[src/rtl/pwm_timer_multi.sv]
// Timer / PWM generator: shared prescaler, one period counter, CHANNELS compare outputs.
// Optional PWM_TIMER_SHADOW_EN: period/compare latched at idle and at each period boundary.
module pwm_timer_multi #(
    parameter int CHANNELS = 4,
    parameter int CNT_W    = 16,
    parameter int PRE_W    = 16
) (
    input  logic                      clk,
    input  logic                      reset,
    input  logic                      enable,
    input  logic [1:0]                mode,
    input  logic [PRE_W-1:0]          prescaler,
    input  logic [CNT_W-1:0]          period,
    input  logic [CHANNELS*CNT_W-1:0] compare,
    input  logic [CHANNELS-1:0]       polarity,
    input  logic                      int_clr,
    output logic [CNT_W-1:0]          count,
    output logic [CHANNELS-1:0]       pwm_out,
    output logic                      timer_int,
    output logic                      period_tick
);

    localparam logic [1:0] MODE_IDLE   = 2'b00;
    localparam logic [1:0] MODE_CENTER = 2'b11;

    typedef enum logic {
        DIR_UP   = 1'b0,
        DIR_DOWN = 1'b1
    } dir_t;

    dir_t                      dir_q, dir_next;
    logic [PRE_W-1:0]          pre_cnt, pre_next;
    logic [CNT_W-1:0]          cnt_next;
    logic [CHANNELS-1:0]       pwm_next;
    logic                      int_next;
    logic [1:0]                prev_mode;
    logic                      prev_enable;
    logic                      active, changed, tick, boundary;
    logic [CNT_W-1:0]          period_use;
    logic [CHANNELS*CNT_W-1:0] cmp_use;

    assign active  = enable && (mode != MODE_IDLE);
    assign changed = (mode != prev_mode) || (enable != prev_enable);
    // >= rather than == so a prescaler lowered below pre_cnt still ticks at once
    assign tick    = (pre_cnt >= prescaler);

`ifdef PWM_TIMER_SHADOW_EN
    logic [CNT_W-1:0]          period_sh;
    logic [CHANNELS*CNT_W-1:0] compare_sh;
    logic                      load_sh;

    assign load_sh    = changed || !active || boundary;
    assign period_use = period_sh;
    // On a load cycle the next count already belongs to the new period, so use the incoming compare.
    assign cmp_use    = load_sh ? compare : compare_sh;

    always_ff @(posedge clk or posedge reset) begin
        if (reset) begin
            period_sh  <= '0;
            compare_sh <= '0;
        end else if (load_sh) begin
            period_sh  <= period;
            compare_sh <= compare;
        end
    end
`else
    assign period_use = period;
    assign cmp_use    = compare;
`endif

    always_ff @(posedge clk or posedge reset) begin
        if (reset) begin
            dir_q       <= DIR_UP;
            count       <= '0;
            pre_cnt     <= '0;
            pwm_out     <= '0;
            timer_int   <= 1'b0;
            period_tick <= 1'b0;
            prev_mode   <= MODE_IDLE;
            prev_enable <= 1'b0;
        end else begin
            dir_q       <= dir_next;
            count       <= cnt_next;
            pre_cnt     <= pre_next;
            pwm_out     <= pwm_next;
            timer_int   <= int_next;
            period_tick <= boundary;
            prev_mode   <= mode;
            prev_enable <= enable;
        end
    end

    always_comb begin
        cnt_next = count;
        pre_next = pre_cnt;
        dir_next = dir_q;
        boundary = 1'b0;
        if (changed || !active) begin
            cnt_next = '0;
            pre_next = '0;
            dir_next = DIR_UP;
        end else begin
            pre_next = tick ? '0 : pre_cnt + PRE_W'(1);
            if (tick) begin
                if (mode == MODE_CENTER) begin
                    if (period_use == '0) begin
                        cnt_next = '0;
                        boundary = 1'b1;
                    end else if (dir_q == DIR_UP) begin
                        if (count >= period_use) begin
                            dir_next = DIR_DOWN;
                            cnt_next = count - CNT_W'(1);
                        end else begin
                            cnt_next = count + CNT_W'(1);
                        end
                    end else begin
                        if (count == '0) begin
                            dir_next = DIR_UP;
                            boundary = 1'b1;
                            cnt_next = CNT_W'(1);
                        end else begin
                            cnt_next = count - CNT_W'(1);
                        end
                    end
                end else begin
                    if (count >= period_use) begin
                        cnt_next = '0;
                        boundary = 1'b1;
                    end else begin
                        cnt_next = count + CNT_W'(1);
                    end
                end
            end
        end
    end

    always_comb begin
        if (changed)
            int_next = 1'b0;
        else if (boundary)
            int_next = 1'b1;
        else if (int_clr)
            int_next = 1'b0;
        else
            int_next = timer_int;
    end

    // Compare against the next count so pwm_out lines up with the registered count.
    always_comb begin
        pwm_next = polarity;
        for (int i = 0; i < CHANNELS; i++) begin
            if (active && mode[1])
                pwm_next[i] = (cnt_next < cmp_use[i*CNT_W +: CNT_W]) ^ polarity[i];
        end
    end

endmodule

[config.mk]
export PLATFORM = sky130hd
export DESIGN_NAME = pwm_timer_multi
export DESIGN_NICKNAME = d
export VERILOG_FILES = /design/src/rtl/pwm_timer_multi.sv
export SDC_FILE = /design/constraint.sdc
export NUM_CORES = 1
export LEC_CHECK = 0
export CAP_MARGIN = 20
export CELL_PAD_IN_SITES_DETAIL_PLACEMENT = 0
export CELL_PAD_IN_SITES_GLOBAL_PLACEMENT = 1
export CORE_MARGIN = 3
export CORE_UTILIZATION = 33
export CTS_CLUSTER_SIZE = 28
export DETAILED_ROUTE_END_ITERATION = 8
export PLACE_DENSITY = 0.87
export SYNTH_ARGS = -nofsm -noshare
export SYNTH_HDL_FRONTEND = slang
export SYNTH_SLANG_ARGS = --single-unit
[constraint.sdc]
create_clock -name clk -period 4.35 [get_ports clk]
set_input_delay 0.435 -clock clk [delete_from_list [all_inputs] [get_ports clk]]
set_output_delay 0.435 -clock clk [all_outputs]
set_load 0.02 [all_outputs]
==> results of run 1 <==
-- registers in the layout (all words and copies together), names as in the netlist --
name	cells
prev_mode	2
pre_cnt	16
count	16
prev_enable	1
pwm_out	4
period_tick	1
dir_q	1
timer_int	1
-- per-layer routing --
metal | vias to the layer above | track usage [%] | wire (µm)
met5 | - | 0 | 0
met4 | 0 | 5.37 | 392
li1 | 2907 | - | -
met3 | 26 | 3.98 | 1440
met2 | 238 | 33.8 | 8500
met1 | 2737 | 27.6 | 7980
-- where the power goes --
| group | internal, mW | switching [mW] |
|---|---|---|
| logic | 0.156 | 0.122 |
| registers | 0.396 | 0.00259 |
| clock network | 0.271 | 0.166 |
-- per-stage QoR --
step / instances / total power [mW]
6_report: 1120 / 1.11
5_1_grt: 1120 / 1.16
4_1_cts: 1117 / 1.11
3_5_place_dp: 1098 / 0.662
3_3_place_gp: 1098 / 0.660
2_1_floorplan: 651 / 0.502
-- area by class of cell --
cell class | count | share of cell area [%]
Multi-Input combinational cell | 495 | 50.4
Timing Repair Buffer | 264 | 27.6
Sequential cell | 42 | 12.5
Inverter | 100 | 4.44
Tap cell | 211 | 3.12
Clock buffer | 6 | 1.52
Clock inverter | 2 | 0.444
-- path summary, 6_finish.rpt --
check,start,to,slack (ns)
setup / recovery,count[14],pwm_out[3],-0.02
hold / removal,pre_cnt[0],pre_cnt[0],0.54
setup reg to reg,count[14],pwm_out[3],-0.02
hold reg to reg,pre_cnt[0],pre_cnt[0],0.54
max in group asynchronous,reset,count[0],2.81
min in group asynchronous,reset,pre_cnt[11],0.67
-- critical path, stage by stage, from the launching register on --
cell	delay (ns)
dfrtp_1	0.44
ha_4	0.26
nand4_1	0.16
inv_1	0.09
a221o_1	0.42
buf_6	0.16
a221oi_4	0.31
nor2_1	0.09
or4b_4	0.53
o311ai_4	0.15
ha_1	0.32
a21o_1	0.19
a21oi_2	0.12
o21a_1	0.15
o221ai_2	0.12
or3_1	0.35
or3_1	0.37
nand4_1	0.07
-- synth_stat cells (4+ instances only) --
library cell | count | area share [%]
inv_1 | 100 | 7.3
buf_2 | 5 | 0.48
xor2_1 | 11 | 1.9
nor3_1 | 16 | 1.5
o31ai_1 | 6 | 0.87
a31oi_1 | 10 | 1.2
o32ai_1 | 4 | 0.68
mux2i_1 | 4 | 0.77
o2111ai_1 | 9 | 1.5
a21o_1 | 26 | 3.8
o21ai_0 | 21 | 2.0
or2_2 | 6 | 0.73
xnor2_1 | 9 | 1.5
o21a_1 | 6 | 0.87
nand4_1 | 15 | 1.8
dfrtp_1 | 42 | 20
nor2_1 | 41 | 3.0
or3_1 | 10 | 1.2
a211oi_1 | 11 | 1.6
nand2_1 | 47 | 3.4
nor4_1 | 12 | 1.5
and3_1 | 12 | 1.5
a21boi_0 | 4 | 0.58
clkbuf_1 | 8 | 0.58
ha_1 | 95 | 23
nand3_1 | 25 | 2.4
o211ai_1 | 11 | 1.6
a221oi_1 | 4 | 0.68
a21oi_1 | 28 | 2.7
o221ai_1 | 5 | 0.85
-- what timing repair did --
item,CTS,global route
hold endpoints to repair,0,0
gates resized for setup,50,60
endpoints found under the setup margin,4,4
pin swaps,37,47
gates cloned,1,0
buffers inserted,10,4
-- logic make-up (layout without fill, tap and decap cells) --
kind of cell             after synthesis  after routing  synth area share [%]
adder cells (fa/ha/maj)               95             95                  23.0
AND/OR/NAND/NOR                      204            204                  20.2
XOR/XNOR                              20             20                  3.39
flip-flops                            42             42                  20.3
buffers and inverters                114            372                  8.54
AO/OA/AOI/OAI                        172            172                  23.8
multiplexers                           4              4                 0.774
==> flow_summary.toml, run 1 <==
[die]
pin_count = 128
initial_core_util_pct = 33.9
die_height_um = 131
die_x_um = 131
dieArea_um2 = 17200
fp-row-count = 45
coreArea_um2 = 15300

[min_path]
worstHoldPathCells = 1
hold_class = "flop to flop"

[detailed_routing]
via_per_inst = 5.28
totalWireLength_mm = 18.3
drc = 0
wire_per_inst_um = 16.3
vias = 5908
ant_nets = 0
first_pass_iters = 6
drtIter0Drc = 534

[layout]
multi_input_area_um2 = 4270
layout_common_cells = "buf_4 (133), clkdlybuf4s50_1 (111), inv_1 (91)"
area_delta_synth_final_pct = 63.6
fin_area_um2 = 8460
ff_latch_area_um2 = 1050
antennaDiodeCount = 0
mostFrequentLayoutCell = "buf_4"
layout-drive-gt1-share_pct = 26.4
nFillCells = 1401
fin_util_pct = 55.4
fin_nets = 1109

[clock_tree]
clkSinkCount = 42
cts.path.max_buffers = 2
worst_skew_pair.late_latency_ns = 0.29
htree_levels = 2
cts_tree = "done"
cts.clk_slew.worst_paths_ns = 0.07
cts_root_buffer = "clkbuf_16"
cts_buffers = 5
cts_hold_buffers = 0

[worst_setup_path]
crit_arrival_ns = 4.60
cp-end-kind = "flop"
crit_type = "flop to flop"
reg2reg_depth = 17
path_max_fanout = 5
crit_required_ns = 4.58
start_kind = "flop"

[pwr]
powerDensity_nw_per_um2 = 132
ir_drop_uv = 129
p_leak_nw = 4.20

[timing]
rsz0062_at_grt = "true"
period_share_pct = 100
maxSlewViolCount = 0
setup-violations-final = 1
setup_tns_ns = -0.0211
max_slew_margin_pct = 35.3
max_freq_mhz = 229
fin_hold_ws_ns = 0.540
min_period_ns = 4.37
finalHoldViolations = 0
finClkSkew_ns = 0.00579
worst_pin_slew_ns = 0.970
fin_ws_ns = -0.0211

[status]
violations = "setup timing"
run_status = "finished with violations"

[global_route]
grt_pass1_wl_mm = 29.1
grt-ovfl-total = 0
antenna_found_initial = 0
grt_max_degree = 23
grt_pass1_vias = 5822
grt_util_all_layers_pct = 20.5

[logic_synthesis]
synth.distinct_cells = 64
synth_edf_count = 0
synth_area_per_cell_um2 = 7.94
yosys_warnings = 0
synth_cells = 651
ys.flop_type = "dfrtp_1"
synth-async-reset-ratio_pct = 100
synth.net_count = 852
synthesis.area_um2 = 5170
ys_seq_elements = 42
yosysSeqAreaShare_pct = 20.3

[place]
place_ws_ns = -0.715
port_buffers = 127
gp_congestion = 0.929
placed_area_um2 = 7640
place_hpwl_mm = 14.6

[job]
cap_violations = 0
Note: power is estimated with default switching activity, not from simulation.
==> run 2, diff against run 1 <==
--- a/config.mk
+++ b/config.mk
@@ -5,14 +5,15 @@
 export SDC_FILE = /design/constraint.sdc
 export NUM_CORES = 1
 export LEC_CHECK = 0
+export ABC_AREA = 1
 export CAP_MARGIN = 20
 export CELL_PAD_IN_SITES_DETAIL_PLACEMENT = 0
 export CELL_PAD_IN_SITES_GLOBAL_PLACEMENT = 1
 export CORE_MARGIN = 3
-export CORE_UTILIZATION = 33
+export CORE_UTILIZATION = 32
 export CTS_CLUSTER_SIZE = 28
 export DETAILED_ROUTE_END_ITERATION = 8
-export PLACE_DENSITY = 0.87
+export PLACE_DENSITY = 0.88
 export SYNTH_ARGS = -nofsm -noshare
 export SYNTH_HDL_FRONTEND = slang
 export SYNTH_SLANG_ARGS = --single-unit
==> constraint.sdc (replaced) <==
create_clock -name clk -period 4.35 [get_ports clk]
set_input_delay 0.435 -clock clk [delete_from_list [all_inputs] [get_ports clk]]
set_output_delay 0.435 -clock clk [all_outputs]
set_load 0.1 [all_outputs]
==> flow_summary.toml, run 2 <==
[status]
run_status = "complete, no violations"

[layout]
mostFrequentLayoutCell = "inv_1"
fin_nets = 1099
reg_top3 = "count x16, pre_cnt x16, pwm_out x4"
stdcell_count = 1110
area_delta_synth_final_pct = 37.3
layout_common_cells = "inv_1 (156), nand2_1 (147), clkdlybuf4s50_1 (127)"
nFillCells = 1570
layout-drive-gt1-share_pct = 8.34
antennaDiodeCount = 0
fin_area_um2 = 7000

[detailed_routing]
drtIter0Drc = 185
drc = 0
totalWireLength_mm = 14.3
vias = 5098
via_per_inst = 4.59
wire_per_inst_um = 12.9
ant_nets = 0
first_pass_iters = 4

[pwr]
p_sw_mw = 0.293
p_leak_nw = 3.69
pwr-share-comb_pct = 22.1
seqPwrFrac_pct = 36.5
clkPwrFrac_pct = 41.4
powerDensity_nw_per_um2 = 155
power_mw = 1.09
p_int_mw = 0.796
ir_drop_uv = 163
p_sw_share_pct = 26.9

[logic_synthesis]
synth_area_leader_cell = "ha_1"
yosysTopAreaCellShare_pct = 23.3
synth.net_count = 941
synth_common_cells = "inv_1 (157), nand2_1 (147), ha_1 (95), nor2_1 (59), a21oi_1 (45)"
yosysMostFrequentCell = "inv_1"
synth_cells = 740
synth.distinct_cells = 42
synth_area_per_cell_um2 = 6.90
ys.flop_type = "dfrtp_1"
ys_seq_elements = 42
synth-async-reset-ratio_pct = 100
synth_edf_count = 0
synthesis.area_um2 = 5100
yosysSeqAreaShare_pct = 20.6
yosys_warnings = 0
synth_area_leaders = "ha_1 (23%), dfrtp_1 (21%), inv_1 (12%), nand2_1 (11%), a21oi_1 (4.4%)"

[clock_tree]
cts.clk_slew.worst_paths_ns = 0.07
cts_resized = 0
clkSinkCount = 42
cts_tree = "done"
cts_root_buffer = "clkbuf_16"
worst_skew_pair.late_latency_ns = 0.29
cts_hold_buffers = 0
cts_setup_buffers = 0
cts_buffers = 5
cts.path.max_buffers = 2
htree_levels = 2

[die]
pin_count = 128
die_x_um = 132
dieArea_um2 = 17500
initial_core_util_pct = 33.1
coreArea_um2 = 15400
die_height_um = 132
fp-row-count = 45

[min_path]
worstHoldPathCells = 1
hold_class = "flop to flop"

[worst_setup_path]
crit_arrival_ns = 4.02
rrSetupSlack_ns = 0.70
start_kind = "input port"
startpoint = "period[15]"
path_max_fanout = 6
reg2reg_from = "count[3]"
crit_path_end = "pwm_out[3]"
reg2reg_to = "pwm_out[1]"
reg2reg_depth = 25
crit_required_ns = 4.55
crit_type = "input port to flop"
cp-end-kind = "flop"

[global_route]
grt_max_degree = 43
grt_pass1_vias = 5252
grt_util_all_layers_pct = 16.7
grt_pass1_wl_mm = 24.4
grt-ovfl-total = 0
antenna_found_initial = 0

[job]
cap_violations = 0

[timing]
finClkSkew_ns = 0.00883
period_share_pct = 87.9
rsz0062_at_grt = "false"
setup_tns_ns = 0
min_period_ns = 3.83
maxSlewViolCount = 0
max_freq_mhz = 261
max_slew_margin_pct = 32.3
setup-violations-final = 0
finalHoldViolations = 0
worst_pin_slew_ns = 1.01

[place]
port_buffers = 127
place_hpwl_mm = 12.0
placed_area_um2 = 6830
dp_cells = 1102
gp_congestion = 0.885
run 2: changes by cell type after synthesis, sizes merged, moves of 7 or more:
cell     delta
and3       -12
a21oi      +17
nor4        -8
nand2     +103
nor2       +25
xor2       +13
o21ai      +15
a21o       -24
o2111ai     -9
or3        -11
nand3       +8
clkbuf      -7
inv        +68
a31oi       -8
run 2: worst min-delay path by stage:
stage	start	endpoint	slack, ns
6_report	pre_cnt[0]	pre_cnt[0]	0.46
5_1_grt	pre_cnt[0]	pre_cnt[0]	0.47
4_1_cts	pre_cnt[0]	pre_cnt[0]	0.46
3_5_place_dp	pre_cnt[0]	pre_cnt[0]	0.45
2_1_floorplan	pre_cnt[0]	pre_cnt[0]	0.43
3_3_place_gp	pre_cnt[0]	pre_cnt[0]	0.45
run 2: logic make-up (layout without fill, tap and decap cells):
kind of cell	count (synthesis)	in the layout	synth area share (%)
adders and majority gates	95	95	23.3
buffers and inverters	171	330	12.6
AOI/OAI and AO/OA	106	106	11.7
and+or+nand+nor	298	298	27.0
DFF	42	42	20.6
xor gates and xnor gates	28	28	4.81
run 2: layout make-up:
cell class	instances	area, µm²	share of cell area, %
Clock inverter	3	48.8	0.697
Timing Repair Buffer	154	1470	21.0
Inverter	168	631	9.00
Sequential cell	42	1050	15.0
Multi-Input combinational cell	527	3410	48.7
Tap cell	211	264	3.77
Clock buffer	5	125	1.79
run 2: power by group through the flow:
stage	clock [mW]	sequential, mW	combinational, mW
CTS	0.458	0.398	0.244
global route	0.475	0.398	0.270
detailed placement	0	0.405	0.241
finish	0.450	0.398	0.241
global placement	0	0.405	0.241
floorplan	0	0.427	0.0874
run 2: worst max-delay path, cell delays in order:
cell             delay [ns]
clkdlybuf4s50_1        0.49
inv_1                  0.05
ha_1                   0.28
nand2_1                0.10
nor4_1                 0.30
buf_4                  0.16
nand2_1                0.06
and2_1                 0.17
nand2_1                0.08
nand2_1                0.15
buf_4                  0.19
o21ai_0                0.16
nand3_1                0.08
o21ai_0                0.33
ha_1                   0.36
nand2_1                0.06
inv_1                  0.06
nand3_1                0.06
a31oi_1                0.07
nor3_1                 0.19
nand3_1                0.10
nand2_1                0.07
inv_1                  0.03
run 2: layer usage:
metal,track usage [%],vias to the layer above,routed length [µm],share of wire [%]
met5,0,-,0,0
met4,3.87,0,228,1.6
met3,2.60,11,628,4.4
met2,29.2,116,6760,47
met1,21.7,2265,6730,47
li1,-,2706,-,-
run 2: per-stage QoR:
step                      utilization, %  hold WS, ns  setup slack [ns]
after floorplan                        -        0.432             0.499
after global placement              44.3        0.447             0.137
after detailed placement            44.3        0.453             0.125
after CTS                           45.4        0.463             0.418
after global routing                45.4        0.469            0.0543
final                               45.4        0.457             0.525
==> run 3, diff against run 2 <==
--- a/config.mk
+++ b/config.mk
@@ -5,15 +5,14 @@
 export SDC_FILE = /design/constraint.sdc
 export NUM_CORES = 1
 export LEC_CHECK = 0
-export ABC_AREA = 1
 export CAP_MARGIN = 20
 export CELL_PAD_IN_SITES_DETAIL_PLACEMENT = 0
 export CELL_PAD_IN_SITES_GLOBAL_PLACEMENT = 1
 export CORE_MARGIN = 3
-export CORE_UTILIZATION = 32
+export CORE_UTILIZATION = 37
 export CTS_CLUSTER_SIZE = 28
 export DETAILED_ROUTE_END_ITERATION = 8
-export PLACE_DENSITY = 0.88
+export PLACE_DENSITY = 0.92
 export SYNTH_ARGS = -nofsm -noshare
 export SYNTH_HDL_FRONTEND = slang
 export SYNTH_SLANG_ARGS = --single-unit
==> constraint.sdc (replaced) <==
create_clock -name clk -period 4.3 [get_ports clk]
set_input_delay 0.43 -clock clk [delete_from_list [all_inputs] [get_ports clk]]
set_output_delay 0.43 -clock clk [all_outputs]
set_load 0.1 [all_outputs]
==> flow_summary.toml, run 3 (synthesis gave the netlist of run 1 again) <==
[die]
pin_count = 128
die_x_um = 124
fp-row-count = 42
dieArea_um2 = 15400
die_height_um = 124
coreArea_um2 = 13500
initial_core_util_pct = 38.4

[worst_setup_path]
crit_type = "flop to flop"
crit_top_cell = "a21oi_2"
path_max_fanout = 4
slowest_delay_ns = 0.52
path_cells = "ha_4 > a21oi_2 > nand2_1 > a221o_2 > a211oi_4 > o211ai_1 > buf_4 > or4b_4 > o311ai_4 > ha_1 > a21o_1 > a21oi_2 > o21a_1 > o221ai_4 > or3_1 > or3_4 > nand4_1"
crit_required_ns = 4.53
crit_path_top_delay_cell = "dfrtp_4"
cp-end-kind = "flop"
crit_arrival_ns = 4.72
start_kind = "flop"

[place]
gp_congestion = 0.967
place_hpwl_mm = 15.9
dp_cells = 1068
placed_area_um2 = 7730
port_buffers = 127

[global_route]
antenna_found_initial = 0
grt_pass1_vias = 6430
grt_util_all_layers_pct = 25.1
grt-ovfl-total = 0
grt_pass1_wl_mm = 32.2
grt_max_degree = 28

[clock_tree]
htree_levels = 2
cts_root_buffer = "clkbuf_16"
cts_buffers = 5
cts.path.max_buffers = 2
clkSinkCount = 42
worst_skew_pair.late_latency_ns = 0.29
cts_tree = "done"
cts.clk_slew.worst_paths_ns = 0.07
cts_hold_buffers = 0

[layout]
area_delta_synth_final_pct = 62.8
layout-drive-gt1-share_pct = 28.3
antennaDiodeCount = 0
reg_top3 = "count x16, pre_cnt x16, pwm_out x4"
fin_nets = 1120
layout_common_cells = "buf_4 (144), clkdlybuf4s50_1 (110), inv_1 (93)"
stdcell_count = 1096
fin_area_um2 = 8420
mostFrequentLayoutCell = "buf_4"
fin_util_pct = 62.6

[status]
violations = "setup timing"
run_status = "finished with violations"

[timing]
max_slew_margin_pct = 32.3
setup-violations-final = 4
rsz0062_at_grt = "true"
max_freq_mhz = 223
fin_ws_ns = -0.192
maxSlewViolCount = 0
period_share_pct = 104
finalHoldViolations = 0
worst_pin_slew_ns = 1.01
min_period_ns = 4.49
finClkSkew_ns = 0.00691

[detailed_routing]
drc = 0
ant_nets = 0
via_per_inst = 5.62
wire_per_inst_um = 18.1
drtIter0Drc = 310
first_pass_iters = 5
vias = 6156
totalWireLength_mm = 19.9

[job]
cap_violations = 0

[min_path]
hold_class = "input port to asynchronous set/reset pin"

[pwr]
p_leak_nw = 4.12
ir_drop_uv = 119
powerDensity_nw_per_um2 = 131
==> run 3: changes by cell type in the layout (fill, tap and decap cells not counted), sizes merged, moves of 9 or more <==
cell           before  now
a21oi              45   28
clkdlybuf4s50     127  110
a21o                2   26
o21ai              37   22
xor2               24   11
nor2               67   42
inv               169  101
nand2             150   47
dlygate4sd2         0   16
buf                27  148
o2111ai             0    9
and3                0   12
or3                 0   11
==> run 3: layout make-up <==
class,instances,area (µm²)
Tap cell,176,220
Multi-Input combinational cell,495,4210
Clock buffer,5,125
Timing Repair Buffer,275,2370
Fill cell,1181,5040
Inverter,100,378
Clock inverter,3,18.8
Sequential cell,42,1090
==> run 3: worst max-delay path, delay by kind of cell (launching register included) <==
| kind | cells | cell delay, ns |
|---|---|---|
| compound gates | 9 | 1.71 |
| simple gates | 5 | 1.42 |
| fa+ha+maj | 2 | 0.57 |
| flops | 1 | 0.52 |
| buf+inv | 1 | 0.19 |
==> run 3: repair_timing <==
action,in CTS,in global routing
buffers inserted,15,4
pin swaps,50,32
setup endpoints to repair,4,4
endpoints found under the hold margin,0,0
resized for setup,69,18
gates cloned,1,0
==> run 3: final timing paths <==
check	startpoint	endpoint	slack, ns	depth (start not counted)
min in group clk	pre_cnt[0]	pre_cnt[0]	0.54	1
worst min register to register	pre_cnt[0]	pre_cnt[0]	0.54	1
worst min-delay path	reset	pwm_out[3]	0.53	2
max in group asynchronous	reset	count[11]	2.90	3
worst max-delay path	count[7]	pwm_out[3]	-0.19	17
worst max register to register	count[7]	pwm_out[3]	-0.19	17
==> run 3: through the flow <==
stage / total power, mW / setup slack [ns] / hold slack (ns) / TNS [ns]
4_1_cts: 1.10 / -0.0677 / 0.522 / -0.132
5_1_grt: 1.15 / -0.329 / 0.577 / -1.19
3_5_place_dp: 0.701 / -0.777 / 0.513 / -3.05
3_3_place_gp: 0.693 / -0.691 / 0.496 / -2.69
2_1_floorplan: 0.531 / -0.189 / 0.461 / -0.723
6_report: 1.10 / -0.192 / 0.528 / -0.619
==> run 3: per-layer routing <==
metal	part of all wire (%)	up-vias	global-route usage, %	wire [µm]
li1	-	2923	-	-
met1	42	2938	31.8	8250
met2	49	242	44.0	9730
met3	5.9	53	2.96	1160
met4	3.6	0	8.83	705
met5	0	-	0	0
==> run 3: power breakdown <==
part	internal, mW	leakage, nW	switching, mW	total (mW)
combinational	0.161	3.51	0.149	0.310
sequential	0.400	0.540	0.00275	0.403
clock	0.216	0.0740	0.173	0.389
